--- src/rtl/expr_eval_ctrl_pkg.sv ---
// Shared constants for the expression evaluation controller.
// Holds the ASCII codes the character classifier recognises and the
// two-bit FSM state encoding used by the top-level controller.
package expr_eval_ctrl_pkg;

    localparam int unsigned CH_W    = 8;
    localparam int unsigned DVAL_W  = 4;
    localparam int unsigned STATE_W = 2;

    // ASCII codes of the recognised characters
    localparam logic [CH_W-1:0] CH_0    = 8'h30;
    localparam logic [CH_W-1:0] CH_9    = 8'h39;
    localparam logic [CH_W-1:0] CH_PLUS = 8'h2B;
    localparam logic [CH_W-1:0] CH_MUL  = 8'h2A;
    localparam logic [CH_W-1:0] CH_EQ   = 8'h3D;

    // FSM state encoding
    localparam logic [STATE_W-1:0] S_IDLE = 2'd0;  // expecting first digit
    localparam logic [STATE_W-1:0] S_OPR  = 2'd1;  // after digit, expecting operator or '='
    localparam logic [STATE_W-1:0] S_DIG  = 2'd2;  // after operator, expecting digit
    localparam logic [STATE_W-1:0] S_ERR  = 2'd3;  // syntax error, absorbing until '='

endpackage

--- src/rtl/expr_char_class.sv ---
// Combinational character classifier.
// Ports:
//   in       - ASCII character
//   is_digit - in is '0'..'9'
//   is_plus  - in is '+'
//   is_mul   - in is '*'
//   is_eq    - in is '='
//   dval     - numeric digit value (0 when in is not a digit)
module expr_char_class
    import expr_eval_ctrl_pkg::*;
(
    input  logic [CH_W-1:0]   in,
    output logic              is_digit,
    output logic              is_plus,
    output logic              is_mul,
    output logic              is_eq,
    output logic [DVAL_W-1:0] dval
);

    logic [CH_W-1:0] offset;

    assign offset   = in - CH_0;
    assign is_digit = (in >= CH_0) && (in <= CH_9);
    assign is_plus  = (in == CH_PLUS);
    assign is_mul   = (in == CH_MUL);
    assign is_eq    = (in == CH_EQ);
    // Digits span 0..9, so the low nibble of the offset is the full value
    assign dval     = is_digit ? DVAL_W'(offset) : '0;

endmodule

--- src/rtl/expr_eval_ctrl.sv ---
// Sequencing controller for single-digit '+'/'*' expressions terminated by '='.
// A sum/product accumulator pair gives '*' precedence over '+': prod holds
// the running product term, sum holds the total of completed terms.
// Ports:
//   clk      - clock
//   clr      - synchronous active-high reset
//   in_valid - in carries a character this cycle
//   in       - ASCII character
//   done     - one-cycle pulse, one cycle after '=' is consumed
//   ok       - 1 = well-formed expression, 0 = syntax error (valid with done)
//   result   - evaluated value on success, 0 on error; held between reports
module expr_eval_ctrl
    import expr_eval_ctrl_pkg::*;
#(
    parameter int unsigned W = 16
) (
    input  logic            clk,
    input  logic            clr,
    input  logic            in_valid,
    input  logic [CH_W-1:0] in,
    output logic            done,
    output logic            ok,
    output logic [W-1:0]    result
);

    logic              is_digit;
    logic              is_plus;
    logic              is_mul;
    logic              is_eq;
    logic [DVAL_W-1:0] dval;

    logic [STATE_W-1:0] state, state_nxt;
    logic [W-1:0]       sum, sum_nxt;
    logic [W-1:0]       prod, prod_nxt;
    logic               pend_mul, pend_mul_nxt;
    logic               done_nxt, ok_nxt;
    logic [W-1:0]       result_nxt;
    logic               rpt, rpt_ok;
    logic [W-1:0]       dval_w;

    expr_char_class u_class (
        .in       (in),
        .is_digit (is_digit),
        .is_plus  (is_plus),
        .is_mul   (is_mul),
        .is_eq    (is_eq),
        .dval     (dval)
    );

    assign dval_w = W'(dval);

    // State and datapath registers
    always_ff @(posedge clk) begin
        if (clr) begin
            state    <= S_IDLE;
            sum      <= '0;
            prod     <= '0;
            pend_mul <= 1'b0;
            done     <= 1'b0;
            ok       <= 1'b0;
            result   <= '0;
        end else begin
            state    <= state_nxt;
            sum      <= sum_nxt;
            prod     <= prod_nxt;
            pend_mul <= pend_mul_nxt;
            done     <= done_nxt;
            ok       <= ok_nxt;
            result   <= result_nxt;
        end
    end

    // Next-state, accumulator update and report generation
    always_comb begin
        state_nxt    = state;
        sum_nxt      = sum;
        prod_nxt     = prod;
        pend_mul_nxt = pend_mul;
        done_nxt     = 1'b0;
        ok_nxt       = ok;
        result_nxt   = result;
        rpt          = 1'b0;
        rpt_ok       = 1'b0;

        if (in_valid) begin
            case (state)
                S_IDLE: begin
                    if (is_digit) begin
                        sum_nxt   = '0;
                        prod_nxt  = dval_w;
                        state_nxt = S_OPR;
                    end else if (is_eq) begin
                        rpt       = 1'b1;
                        state_nxt = S_IDLE;
                    end else begin
                        state_nxt = S_ERR;
                    end
                end
                S_OPR: begin
                    if (is_plus) begin
                        // Close the current product term into the sum
                        sum_nxt      = sum + prod;
                        pend_mul_nxt = 1'b0;
                        state_nxt    = S_DIG;
                    end else if (is_mul) begin
                        pend_mul_nxt = 1'b1;
                        state_nxt    = S_DIG;
                    end else if (is_eq) begin
                        rpt       = 1'b1;
                        rpt_ok    = 1'b1;
                        state_nxt = S_IDLE;
                    end else begin
                        // A second digit here would be a multi-digit operand
                        state_nxt = S_ERR;
                    end
                end
                S_DIG: begin
                    if (is_digit) begin
                        prod_nxt  = pend_mul ? prod * dval_w : dval_w;
                        state_nxt = S_OPR;
                    end else if (is_eq) begin
                        rpt       = 1'b1;
                        state_nxt = S_IDLE;
                    end else begin
                        state_nxt = S_ERR;
                    end
                end
                default: begin
                    if (is_eq) begin
                        rpt       = 1'b1;
                        state_nxt = S_IDLE;
                    end
                end
            endcase
        end

        if (rpt) begin
            done_nxt   = 1'b1;
            ok_nxt     = rpt_ok;
            result_nxt = rpt_ok ? sum + prod : '0;
        end
    end

endmodule
--- config.mk ---
export PLATFORM = sky130hd
export DESIGN_NAME = expr_eval_ctrl
export DESIGN_NICKNAME = d
export VERILOG_FILES = /design/src/rtl/expr_eval_ctrl_pkg.sv /design/src/rtl/expr_char_class.sv /design/src/rtl/expr_eval_ctrl.sv
export SDC_FILE = /design/constraint.sdc
export NUM_CORES = 1
export LEC_CHECK = 0
export BUFFER_PORTS_ARGS = -buffer_cell sky130_fd_sc_hd__clkbuf_2
export CORE_AREA = 2 2 101 103
export DETAILED_ROUTE_END_ITERATION = 7
export DIE_AREA = 0 0 103 105
export PLACE_DENSITY = 0.62
export SKIP_CTS_REPAIR_TIMING = 1
export SYNTH_ARGS = -nofsm -noshare
export SYNTH_HDL_FRONTEND = slang
export SYNTH_SLANG_ARGS = --single-unit
export TNS_END_PERCENT = 50
--- constraint.sdc ---
create_clock -name clk -period 8.4 [get_ports clk]
set_input_delay 1.68 -clock clk [delete_from_list [all_inputs] [get_ports clk]]
set_output_delay 1.68 -clock clk [all_outputs]
set_load 0.02 [all_outputs]
* Word-level counts from Yosys, hierarchy flattened
Index checks and enable logic that the tools add are counted.
** Cells by class
- Add/sub/neg operators :: 2
- $mul :: 1
- Order comparisons :: 2
- Equality and inequality tests :: 8
- Mux-type cells :: 26
- Reductions and logical operators :: 11
** Operators with widths (count)
- $mux 16 :: 6
- $pmux 16 s2 :: 2
- $eq 8x6->1 const B :: 3
- $add 16x16->16 :: 1
- $mul 16x4->16 :: 1
- $mux 1 :: 10
- $mux 2 :: 5
- $ge 8x6->1 const B :: 1
- $le 8x6->1 const B :: 1
- $reduce_and 4->1 :: 2
- $reduce_bool 2->1 :: 3
- $mux 4 :: 1
- $ne 2x1->1 const B :: 2
- $pmux 2 s2 :: 1
- $sub 4x1->4 const B :: 1
- $reduce_and 3->1 :: 1
- $reduce_bool 3->1 :: 1
- $eq 2x1->1 const B :: 1
- $eq 2x2->1 const B :: 1
- $logic_not 2->1 :: 1
- $ne 2x2->1 const B :: 1
- $pmux 1 s2 :: 1
- $reduce_and 2->1 :: 1
- $reduce_or 2->1 :: 1
- $logic_and 1x1->1 :: 1
** Storage, ports and cells
- Flip-flop bits (word level) :: 53
- Bits of input ports :: 11

* Logic depth before layout (Yosys ltp)
Gate-level depths: netlist of the first run.
- Word-level depth :: 7
- Mapped depth :: 17

* By module
Synthesis of the first run repeated with hierarchy kept, for this count alone.
** Unflattened totals
- Cell total of the unflattened synthesis :: 534
- Area total of the unflattened synthesis :: 4419.2 µm²
** Modules (own cells, without submodules)
- expr_eval_ctrl :: instances 1, cells an instance 520, area an instance 4321.6 µm², sequential area each 1061.0 µm²
- expr_char_class :: instances 1, cells an instance 14, area an instance 97.6 µm², sequential area each 0.0 µm²

* Least setup slack after synthesis of the first run
Ideal clock, no wire load.
- Kind :: input-to-reg
- Start point :: input in[5]
- End point :: register prod[12]
- Data arrival time :: 5143 ps
- Path slack :: 3140 ps
- Stages on the path :: 17
- Buffers on the path :: 2
- Path through :: nor3b_2 > and3_4 > buf_6 > clkbuf_1 > and3_1 > fa_1 > inv_1 > fa_1 > inv_1 > ha_1 > nor2b_1 > o21a_1 > o21ai_0 > a21oi_1 > a311oi_1 > xnor2_1 > a22o_1
** On the way
- Longest elaborated chain between the ends :: 7
** RTL lines
- from (decl) :: line expr_eval_ctrl.sv:20 : input logic [CH_W-1:0] in,
- $ge 8x6->1 / $le 8x6->1 (equally long branches) :: line expr_char_class.sv:23 : assign is_digit = (in >= CH_0) && (in <= CH_9);
- $logic_and 1x1->1 (*) :: line expr_char_class.sv:23
- $mux 4 :: line expr_char_class.sv:28 : assign dval = is_digit ? DVAL_W'(offset) : '0;
- $mul 16x4->16 :: line expr_eval_ctrl.sv:119 : prod_nxt = pend_mul ? prod * dval_w : dval_w;
- $mux 16 :: line expr_eval_ctrl.sv:119
- $mux 16 :: line expr_eval_ctrl.sv:118 : if (is_digit) begin
- $pmux 16 s2 :: line expr_eval_ctrl.sv:86 : case (state)
- to (signal assigned) :: line expr_eval_ctrl.sv:65 : prod <= prod_nxt;
- to (decl) :: line expr_eval_ctrl.sv:34 : logic [W-1:0] prod, prod_nxt;
Every way passes the cells marked *; elsewhere a longest branch is shown, timed or not. The select of a mux whose other input is x is not followed.
A chain may end at the register's enable or synchronous reset.

* Final worst setup path of the first run
- Start point :: input in[6]
- End point :: register prod[12]
Same word-level chain as after synthesis.

==> impl_metrics.csv, run 1 <==
group,metric,value,unit
status,status,"finished, final reports clean",
pwr,p_leak,0.002081,uW
pwr,p_seq_share,57.8,%
logic_synthesis,avgSynthCellArea,8.274,um2
logic_synthesis,synth_warnings,0,
worst_setup_path,crit_start,"in[6]",
logic_synthesis,ys_types,61,
logic_synthesis,synth_nets,590,
worst_setup_path,crit_type,"input pin to register",
routing,wl_per_cell,15.73,um
die,design.core.area,9639,um2
pwr,p_per_area,95.14,nW/um2
die,rows,36,
worst_setup_path,crit_fanout,16,
clock_network,clk_pin_slew,110,ps
sta,timing.final.crit_share,65.54,%
clock_network,root_buffer,"clkbuf_8",
sta,whs,465.5,ps
worst_setup_path,r2r_slack,4730,ps
pwr,switching_share,27.46,%
placed_design,dpl_cell_area,4543,um2
sta,maxSlewHeadroom,25.35,%
clock_network,cts_tree,"built",
pwr,power.internal,320.3,uW
clock_network,htreeDepth,2,
routing,dr.pass1.iters,4,
global_route,grt_max_degree,47,
die,fp.dieW,103,um
placed_design,routabilityCongestion,0.8354,
worst_setup_path,worst-path-stages,14,
worst_setup_path,crit_buf_inv,1,
routing,drc,0,
worst_setup_path,crit_path_frequent_cell,"fa_1",
worst_setup_path,endpoint,"prod[12]",
layout,finalInstanceArea,4641,um2
die,die-area,10820,um2
die,initial_utilization,44.81,%
routing,vias,3696,
layout,layout-drive-gt1-share,9.851,%
pwr,clock_power_share,37.8,%
routing,via_per_inst,5.508,
logic_synthesis,synth_area_leaders,"dfxtp_1, fa_1, ha_1, a21oi_1, inv_1",
logic_synthesis,synth_top_area_cell,"dfxtp_1",
sta,max_freq,181.6,MHz
logic_synthesis,synthArstFlopShare,0,%
worst_setup_path,cp_top_family,"adder cells",
sta,setup_tns,0,ps
worst_setup_path,crit_slowest_cell,"nor3b_2",
routing,final_antenna_net_count,0,
sta,finalSetupViolCount,0,
global_route,antenna_found_initial,0,
layout,multi_input_area,2977,um2
placed_design,io_buffers,28,
clock_network,clkLatencyLatePin,340,ps
logic_synthesis,synthCells,522,
sta,worstMarginPinSlew,1115,ps
worst_setup_path,r2r_start,"prod[1]",
worst_hold_path,hp-class,"register to register",
logic_synthesis,synth_seq_cells,53,
logic_synthesis,synthFlopType,"dfxtp_1",
layout,insertedDiodeCount,0,
die,io-pin-count,29,
logic_synthesis,synth_edf_count,0,
sta,finalHoldViolCount,0,
worst_setup_path,r2r.worst_path.cells,13,
worst_setup_path,timing.rr.end,"prod[12]",
global_route,first_global_vias,3485,
routing,drt-initial-drc-count,142,
worst_setup_path,path_cells,"clkbuf_2, nor3b_2, nor3b_2, nand2_1, fa_1, fa_1, fa_1, nor2b_1, o21a_1, o21ai_0, a21oi_1, a311oi_1, xnor2_1, a22o_1",
worst_setup_path,critPathMaxStageDelay,760,ps
clock_network,cts_sinks,53,
die,die_h,105,um
pwr,ir_drop,93.17,uV
worst_setup_path,cp.arrival,5750,ps
job,drv_cap,0,
pwr,finalPower,441.5,uW
layout,area_growth,7.445,%
logic_synthesis,syn_area,4319,um2
worst_setup_path,start_kind,"input pin",
layout,nets,605,
clock_network,cts_made_buffers,5,
worst_setup_path,required,8640,ps
logic_synthesis,netlist.area_leader.share,24.57,%
routing,finalWirelength,10560,um
worst_setup_path,crit_path_end_kind,"register",
global_route,grt.total_usage,20.31,%
global_route,gr-total-overflow,0,
global_route,grt_pass1_wl,17320,um
layout,regArea,1061,um2
logic_synthesis,ys_seq_area_share,24.57,%
layout,nFillCells,987,
pwr,pwr-share-comb,4.3,%
sta,fin_skew,14.13,ps
sta,rsz0062_at_grt,"no",
sta,slew_viol_final,0,
sta,fin_crit,5505,ps
placed_design,hpwl,7881,um
clock_network,cts_buffer_depth,2,
pwr,p_switching,121.2,uW
## routing by layer
layer	share of wire [%]	vias to the layer above	wire [um]	GRT usage [%]
met4	1.3	0	141	5.075
met3	4.0	10	426	4.013
met1	49	1783	5124	29.13
li1	-	1842	-	-
met2	46	61	4863	31.17
met5	0	-	0	0
## cells by family after synthesis
kind of cell / Yosys count / synth area share (%)
fa+ha+maj: 57 / 21.03
compound gates: 124 / 19.41
flops: 53 / 24.57
xor+xnor: 23 / 4.838
simple gates: 192 / 23.41
buf+inv: 72 / 6.518
mux: 1 / 0.2318
## per-stage QoR
step	instances	worst slack [ps]	util, %
2_1_floorplan	522	3140	-
3_3_place_gp	663	2664	47.13
5_1_grt	671	2500	48.14
4_1_cts	671	2875	48.14
6_report	671	2895	48.14
3_5_place_dp	663	2502	47.13
## layout by cell type, fill, tap and decap left out, types with 3 or more instances in the layout
cell,count
dfxtp_1,53
fa_1,26
o21ai_0,12
clkbuf_2,28
and2_1,25
o21a_1,7
a21o_1,5
a22oi_1,10
inv_1,51
xor2_1,6
nand4_1,3
ha_1,31
a22o_1,14
nand3_1,20
nand3b_1,3
nor2_1,41
nand2_1,48
nor3b_2,3
or3_1,5
clkbuf_8,5
nand2b_1,3
a211oi_1,6
a21oi_1,40
nor4_1,3
nor3_1,5
and3_2,3
nor2b_1,6
xnor2_1,16
o211ai_1,5
a311oi_1,4
and3_1,12
## worst min path at each step
| stage | endpoint | from | cells past startpoint |
|---|---|---|---|
| finish | sum[13] | sum[13] | 2 |
| global route | sum[10] | sum[10] | 2 |
| CTS | sum[6] | sum[6] | 2 |
| detailed placement | sum[2] | sum[2] | 2 |
| global placement | sum[0] | sum[0] | 2 |
| floorplan | sum[2] | sum[2] | 2 |
## final cells by class
cell class | count | area share (%)
sequential | 53 | 22.86
multi-input combinational | 397 | 64.14
clock buffer | 5 | 1.483
timing repair buffer | 29 | 3.181
clock inverter | 3 | 0.6201
tap | 133 | 3.586
inverter | 51 | 4.125
## state kept, by name, indices dropped and copies added, names as in the netlist
name,count
ok,1
pend_mul,1
prod,16
state,2
sum,16
result,16
done,1
## worst reg2reg max path, stage by stage, from the launching register on
cell and delay, ps:
dfxtp_1 410, and3_1 200, fa_1 540, inv_1 60
fa_1 530, inv_1 40, ha_1 320, nor2b_1 160
o21a_1 180, o21ai_0 310, a21oi_1 190, a311oi_1 350
xnor2_1 100, a22o_1 170
## cells in the mapped netlist, drive strengths merged, types with 2 or more instances
cell type and count:
o21a 7, nand2 48, a21oi 40, a32o 2
o21ai 14, fa 26, nor2b 6, a22oi 10
nand4 3, a22o 15, o22ai 2, dfxtp 53
ha 31, and2 26, xor2 6, a31oi 2
nand3b 3, a211oi 6, clkbuf 17, o211ai 5
nor4b 2, a311oi 4, buf 4, nor4 3
nand3 20, nor3b 5, o21bai 2, a21o 5
nor2 41, nand2b 3, and3 16, or3 5
xnor2 17, inv 51, nor3 5
## power by group through the flow
stage | clock [uW] | sequential [uW] | combinational (uW)
global route | 181 | 256 | 21.2
global placement | 0 | 261 | 18.7
detailed placement | 0 | 261 | 19.3
finish | 167 | 255 | 19.2
CTS | 176 | 255 | 19.3
floorplan | 0 | 258 | 13.7
No activity file was read; power rests on OpenSTA's default activity.
==> inputs of run 2 (changes only) <==
--- a/config.mk
+++ b/config.mk
@@ -5,11 +5,12 @@
 export SDC_FILE = /design/constraint.sdc
 export NUM_CORES = 1
 export LEC_CHECK = 0
+export ABC_AREA = 1
 export BUFFER_PORTS_ARGS = -buffer_cell sky130_fd_sc_hd__clkbuf_2
-export CORE_AREA = 2 2 101 103
+export CORE_AREA = 2 2 103 105
 export DETAILED_ROUTE_END_ITERATION = 7
-export DIE_AREA = 0 0 103 105
-export PLACE_DENSITY = 0.62
+export DIE_AREA = 0 0 105 107
+export PLACE_DENSITY = 0.61
 export SKIP_CTS_REPAIR_TIMING = 1
 export SYNTH_ARGS = -nofsm -noshare
 export SYNTH_HDL_FRONTEND = slang
==> constraint.sdc (replaced) <==
create_clock -name clk -period 5.25 [get_ports clk]
set_input_delay 1.05 -clock clk [delete_from_list [all_inputs] [get_ports clk]]
set_output_delay 1.05 -clock clk [all_outputs]
set_load 0.02 [all_outputs]
==> run 2 against run 1 <==
  * Via count grew 12%
  * Utilization barely moved
  * Clock power up 81%
  * Clock skew decreased by 0.85 ps
  * Largest cell class unchanged
  * Highest routed layer unchanged
==> impl_metrics.csv, run 2 <==
group,metric,value,unit
worst_hold_path,hold_start,"result[13]",
sta,finalSetupViolCount,0,
clock_network,cts_made_buffers,5,
placed_design,io_buffers,28,
global_route,grt_max_degree,49,
worst_setup_path,cp.arrival,5040,ps
die,initial_utilization,44.32,%
clock_network,htreeDepth,2,
sta,fin_crit,4818,ps
logic_synthesis,avgSynthCellArea,6.860,um2
worst_setup_path,path_cells,"clkbuf_2, inv_1, nand2_1, nor2_2, nand2_2, a21oi_4, inv_1, nor2_1, inv_2, nor2_1, fa_1, inv_1, fa_1, inv_1, ha_1, a21oi_1, o21ai_0, nand2_1, nand2_1, a21oi_1, o21bai_1, a21oi_1, o21ai_1, a21oi_1",
worst_hold_path,hold_end,"result[13]",
logic_synthesis,synth_most_common_cell,"nand2_1",
global_route,antenna_found_initial,0,
layout,insertedDiodeCount,0,
routing,via_per_inst,5.116,
worst_setup_path,timing.rr.end,"prod[13]",
logic_synthesis,ys_types,44,
clock_network,cts_buffer_depth,2,
logic_synthesis,synth_nets,720,
sta,slew_viol_final,0,
routing,dr.pass1.iters,5,
job,drv_cap,0,
layout,fin_util,48.10,%
layout,area_growth,8.532,%
die,die-area,11240,um2
sta,setup_tns,0,ps
layout,layout-drive-gt1-share,8.432,%
pwr,p_leak,0.002258,uW
global_route,gr-total-overflow,0,
die,io-pin-count,29,
logic_synthesis,synth_warnings,0,
logic_synthesis,synthFlopType,"dfxtp_1",
logic_synthesis,synthArstFlopShare,0,%
clock_network,root_buffer,"clkbuf_8",
routing,drc,0,
worst_hold_path,hp-class,"register to register",
layout,nets,743,
logic_synthesis,synthCells,652,
sta,timing.final.crit_share,91.78,%
global_route,first_global_vias,4131,
logic_synthesis,syn_area,4473,um2
logic_synthesis,ys_top_cells_by_count,"nand2_1, inv_1, a21oi_1",
sta,rsz0062_at_grt,"no",
clock_network,clk_pin_slew,100,ps
sta,finalHoldViolCount,0,
worst_setup_path,r2r_start,"prod[1]",
worst_hold_path,whs_path_depth,2,
routing,vias,4154,
worst_setup_path,r2r_slack,1680,ps
placed_design,hpwl,8800,um
logic_synthesis,synth_area_leaders,"dfxtp_1, nand2_1, fa_1, inv_1, ha_1",
worst_setup_path,crit_fanout,12,
pwr,ir_drop,136.7,uV
logic_synthesis,synth_edf_count,0,
clock_network,clkLatencyLatePin,310,ps
logic_synthesis,synth_seq_cells,53,
worst_setup_path,r2r.worst_path.cells,16,
routing,final_antenna_net_count,0,
die,rows,37,
layout,layout_common_cells,"nand2_1, inv_1, a21oi_1, nor2_1, dfxtp_1",
die,design.core.area,10090,um2
routing,finalWirelength,11270,um
clock_network,cts_tree,"built",
layout,largestRegisters,"prod (16), result (16), sum (16)",
status,status,"finished, final reports clean",
sta,worstMarginPinSlew,1111,ps
sta,max_freq,207.5,MHz
layout,final_common_cell,"nand2_1",
global_route,grt.total_usage,21.45,%
global_route,grt_pass1_wl,19530,um
routing,wl_per_cell,13.88,um
worst_setup_path,required,5470,ps
die,fp.dieW,105,um
sta,fin_skew,13.28,ps
sta,whs,470.0,ps
placed_design,routabilityCongestion,0.9310,
worst_setup_path,start_kind,"input pin",
worst_setup_path,critPathMaxStageDelay,430,ps
worst_setup_path,crit_type,"input pin to register",
routing,drt-initial-drc-count,201,
logic_synthesis,netlist.area_leader.share,23.72,%
worst_setup_path,crit_slowest_cell,"fa_1",
pwr,p_per_area,157.6,nW/um2
die,die_h,107,um
sta,maxSlewHeadroom,25.93,%
worst_setup_path,crit_path_end_kind,"register",
logic_synthesis,synth_top_area_cell,"dfxtp_1",
clock_network,cts_sinks,53,
logic_synthesis,ys_seq_area_share,23.72,%
[run 2: how the worst max path moves through the flow]
stage / from / end / slack (ps)
after global placement: in[2] / prod[13] / 220
final: in[2] / prod[13] / 430
after CTS: in[2] / prod[13] / 430
after floorplan: in[2] / prod[13] / 780
after detailed placement: in[2] / prod[13] / 120
after global routing: in[2] / prod[13] / 20
[run 2: metal layers]
metal  share of wire (%)  routed length (um)  vias to the layer above  GRT usage [%]
li1                    -                   -                     2113              -
met1                  47                5312                     1947          27.45
met2                  47                5328                       75          37.89
met3                 3.6                 411                       19          2.918
met4                 1.9                 219                        0          5.905
met5                   0                   0                        -              0
[run 2: kinds of logic after synthesis]
kind of cell | share of synthesized area (%)
AOI/OAI and AO/OA | 15.55
xor gates and xnor gates | 3.133
adders and majority gates | 20.31
buffers and inverters | 11.44
DFF | 23.72
and+or+nand+nor | 25.85
[run 2: metrics by stage]
stage / total power, uW / std cells / worst slack [ps] / instance area (um2)
2_1_floorplan: 453.2 / 652 / 776.5 / 4473
3_3_place_gp: 469.9 / 804 / 223.4 / 4732
3_5_place_dp: 470.3 / 804 / 119.0 / 4732
4_1_cts: 779.2 / 812 / 434.1 / 4852
5_1_grt: 796.6 / 812 / 24.70 / 4855
6_report: 764.9 / 812 / 431.5 / 4855
[run 2: final cells by class]
cell class,count,area [um2]
clock buffer,6,82.58
clock inverter,2,37.54
fill,1094,5238
inverter,120,452.9
multi-input combinational,466,2903
sequential,53,1061
tap,136,170.2
timing repair buffer,29,147.6
[run 2: critical path: cells and delay by family]
kind | cells | cell delay (ps)
compound gates | 8 | 1400
fa+ha+maj | 3 | 1070
simple gates | 7 | 880
buf+inv | 6 | 630
[run 2: power by group]
group,switching (uW),internal [uW]
clock,148,155
combinational,41.3,13.4
sequential,2.53,405
==> inputs of run 3 (changes only) <==
--- a/config.mk
+++ b/config.mk
@@ -7,10 +7,10 @@
 export LEC_CHECK = 0
 export ABC_AREA = 1
 export BUFFER_PORTS_ARGS = -buffer_cell sky130_fd_sc_hd__clkbuf_2
-export CORE_AREA = 2 2 103 105
+export CORE_AREA = 2 2 88 90
 export DETAILED_ROUTE_END_ITERATION = 7
-export DIE_AREA = 0 0 105 107
-export PLACE_DENSITY = 0.61
+export DIE_AREA = 0 0 90 92
+export PLACE_DENSITY = 0.8
 export SKIP_CTS_REPAIR_TIMING = 1
 export SYNTH_ARGS = -nofsm -noshare
 export SYNTH_HDL_FRONTEND = slang
==> run 3 against run 2 <==
  * Clock power fell by 15%
  * Sequential power about the same
  * Clock skew is 1.5 ps higher
  * Global-route usage up 5.9 points
  * Clock-buffer cell count stayed put
  * Critical endpoint unchanged
==> impl_metrics.csv, run 3 (same netlist as run 2, synthesis figures left out) <==
group,metric,value,unit
status,status,"finished, final reports clean",
clock_network,htreeDepth,2,
layout,nets,744,
die,initial_utilization,60.06,%
layout,largestRegisters,"prod (16), result (16), sum (16)",
placed_design,hpwl,8514,um
layout,multi_input_area,2904,um2
die,die_h,92,um
clock_network,cts_made_buffers,5,
layout,insertedDiodeCount,0,
worst_hold_path,hp-class,"register to register",
clock_network,cts_buffer_depth,2,
die,fp.dieW,90,um
pwr,clock_power_share,35.9,%
job,drv_cap,0,
layout,fin_util,64.47,%
sta,timing.final.crit_share,92.50,%
worst_hold_path,whs_path_depth,2,
routing,vias,4184,
routing,dr.pass1.iters,5,
layout,layout-drive-gt1-share,8.419,%
global_route,antenna_found_initial,0,
routing,wl_per_cell,13.86,um
layout,regArea,1061,um2
worst_setup_path,crit_path_end_kind,"register",
placed_design,routabilityCongestion,0.9315,
clock_network,cts_tree,"built",
pwr,power.internal,528.4,uW
global_route,grt_use_met1,36.33,%
die,io-pin-count,29,
worst_setup_path,cp.arrival,5090,ps
worst_setup_path,r2r_slack,1740,ps
sta,finalSetupViolCount,0,
worst_setup_path,start_kind,"input pin",
sta,slew_viol_final,0,
routing,drt-initial-drc-count,250,
sta,max_freq,205.9,MHz
sta,fin_crit,4856,ps
worst_setup_path,crit_fanout,12,
clock_network,clkLatencyLatePin,310,ps
layout,layout.cells.non_filler,779,
pwr,p_per_area,150.0,nW/um2
clock_network,root_buffer,"clkbuf_8",
pwr,p_leak,0.002257,uW
global_route,grt_busiest_layer,"met2",
pwr,p_switching,191.5,uW
routing,via_per_inst,5.371,
layout,final_common_cell,"nand2_1",
global_route,grt.total_usage,27.38,%
routing,final_antenna_net_count,0,
die,design.core.area,7447,um2
clock_network,clk_pin_slew,110,ps
global_route,met3_usage,2.629,%
sta,setup_tns,0,ps
die,rows,32,
die,die-area,8280,um2
pwr,finalPower,719.9,uW
worst_setup_path,crit_type,"input pin to register",
worst_setup_path,required,5480,ps
pwr,ir_drop,145.8,uV
layout,area_growth,7.329,%
sta,worstMarginPinSlew,1034,ps
sta,fin_skew,14.78,ps
global_route,grt_max_degree,49,
global_route,grt_pass1_wl,18800,um
global_route,first_global_vias,4103,
sta,finalHoldViolCount,0,
sta,rsz0062_at_grt,"no",
routing,finalWirelength,10800,um
placed_design,dp_cells,771,
pwr,pwr-share-comb,7.5,%
sta,maxSlewHeadroom,31.06,%
layout,nFillCells,688,
worst_setup_path,r2r.worst_path.cells,16,
pwr,p_seq_share,56.5,%
routing,drc,0,
layout,layout_common_cells,"nand2_1, inv_1, a21oi_1, nor2_1, dfxtp_1",
global_route,gr-total-overflow,0,
clock_network,cts_sinks,53,
pwr,switching_share,26.60,%
placed_design,io_buffers,28,
global_route,grtUsageMet2,47.93,%
==> run 3: worst max-delay path, cell delays in order <==
cell,delay (ps)
clkbuf_2,110
inv_1,80
nor2_1,130
nand2_1,70
nand2_1,130
a21oi_4,100
inv_1,140
nor2_1,80
inv_1,290
nor2_1,110
fa_1,510
inv_1,60
fa_1,530
inv_1,50
ha_1,340
a21oi_1,240
o21ai_0,220
nand2_1,110
nand2_1,110
a21oi_2,220
o21bai_1,110
a21oi_1,120
o21ai_1,80
a21oi_1,110
==> run 3: power by group through the flow <==
stage          clock network [uW]  logic [uW]  registers [uW]
6_report                      259        54.3             407
5_1_grt                       277        60.3             408
4_1_cts                       265        53.6             407
3_5_place_dp                    0        53.3             416
3_3_place_gp                    0        52.4             416
2_1_floorplan                   0        37.3             416
==> run 3: cell type report <==
class,count,area share [%]
multi-input cells,466,60.49
flip-flops and latches,53,22.10
inverters,120,9.434
repair buffers,30,3.232
well taps,102,2.658
clock buffers,6,1.720
clock inverters,2,0.3649
==> run 3: path summary, 6_finish.rpt <==
check | startpoint | end
hold reg to reg | result[1] | result[1]
hold / removal | result[1] | result[1]
setup / recovery | in[3] | prod[13]
setup reg to reg | prod[1] | prod[13]
==> run 3: metal layers <==
layer,part of all wire (%),vias to the layer above
li1,-,2113
met1,45,1917
met2,48,126
met3,4.0,28
met4,2.4,0
met5,0,-
==> run 3: metrics by stage <==
step / hold slack [ps] / instance area [um2] / worst slack (ps)
after floorplan: 444.3 / 4473 / 776.5
after global placement: 448.9 / 4697 / 339.6
after detailed placement: 453.8 / 4697 / 104.2
after CTS: 474.9 / 4797 / 417.6
after global routing: 492.6 / 4801 / 42.80
final: 470.4 / 4801 / 393.8
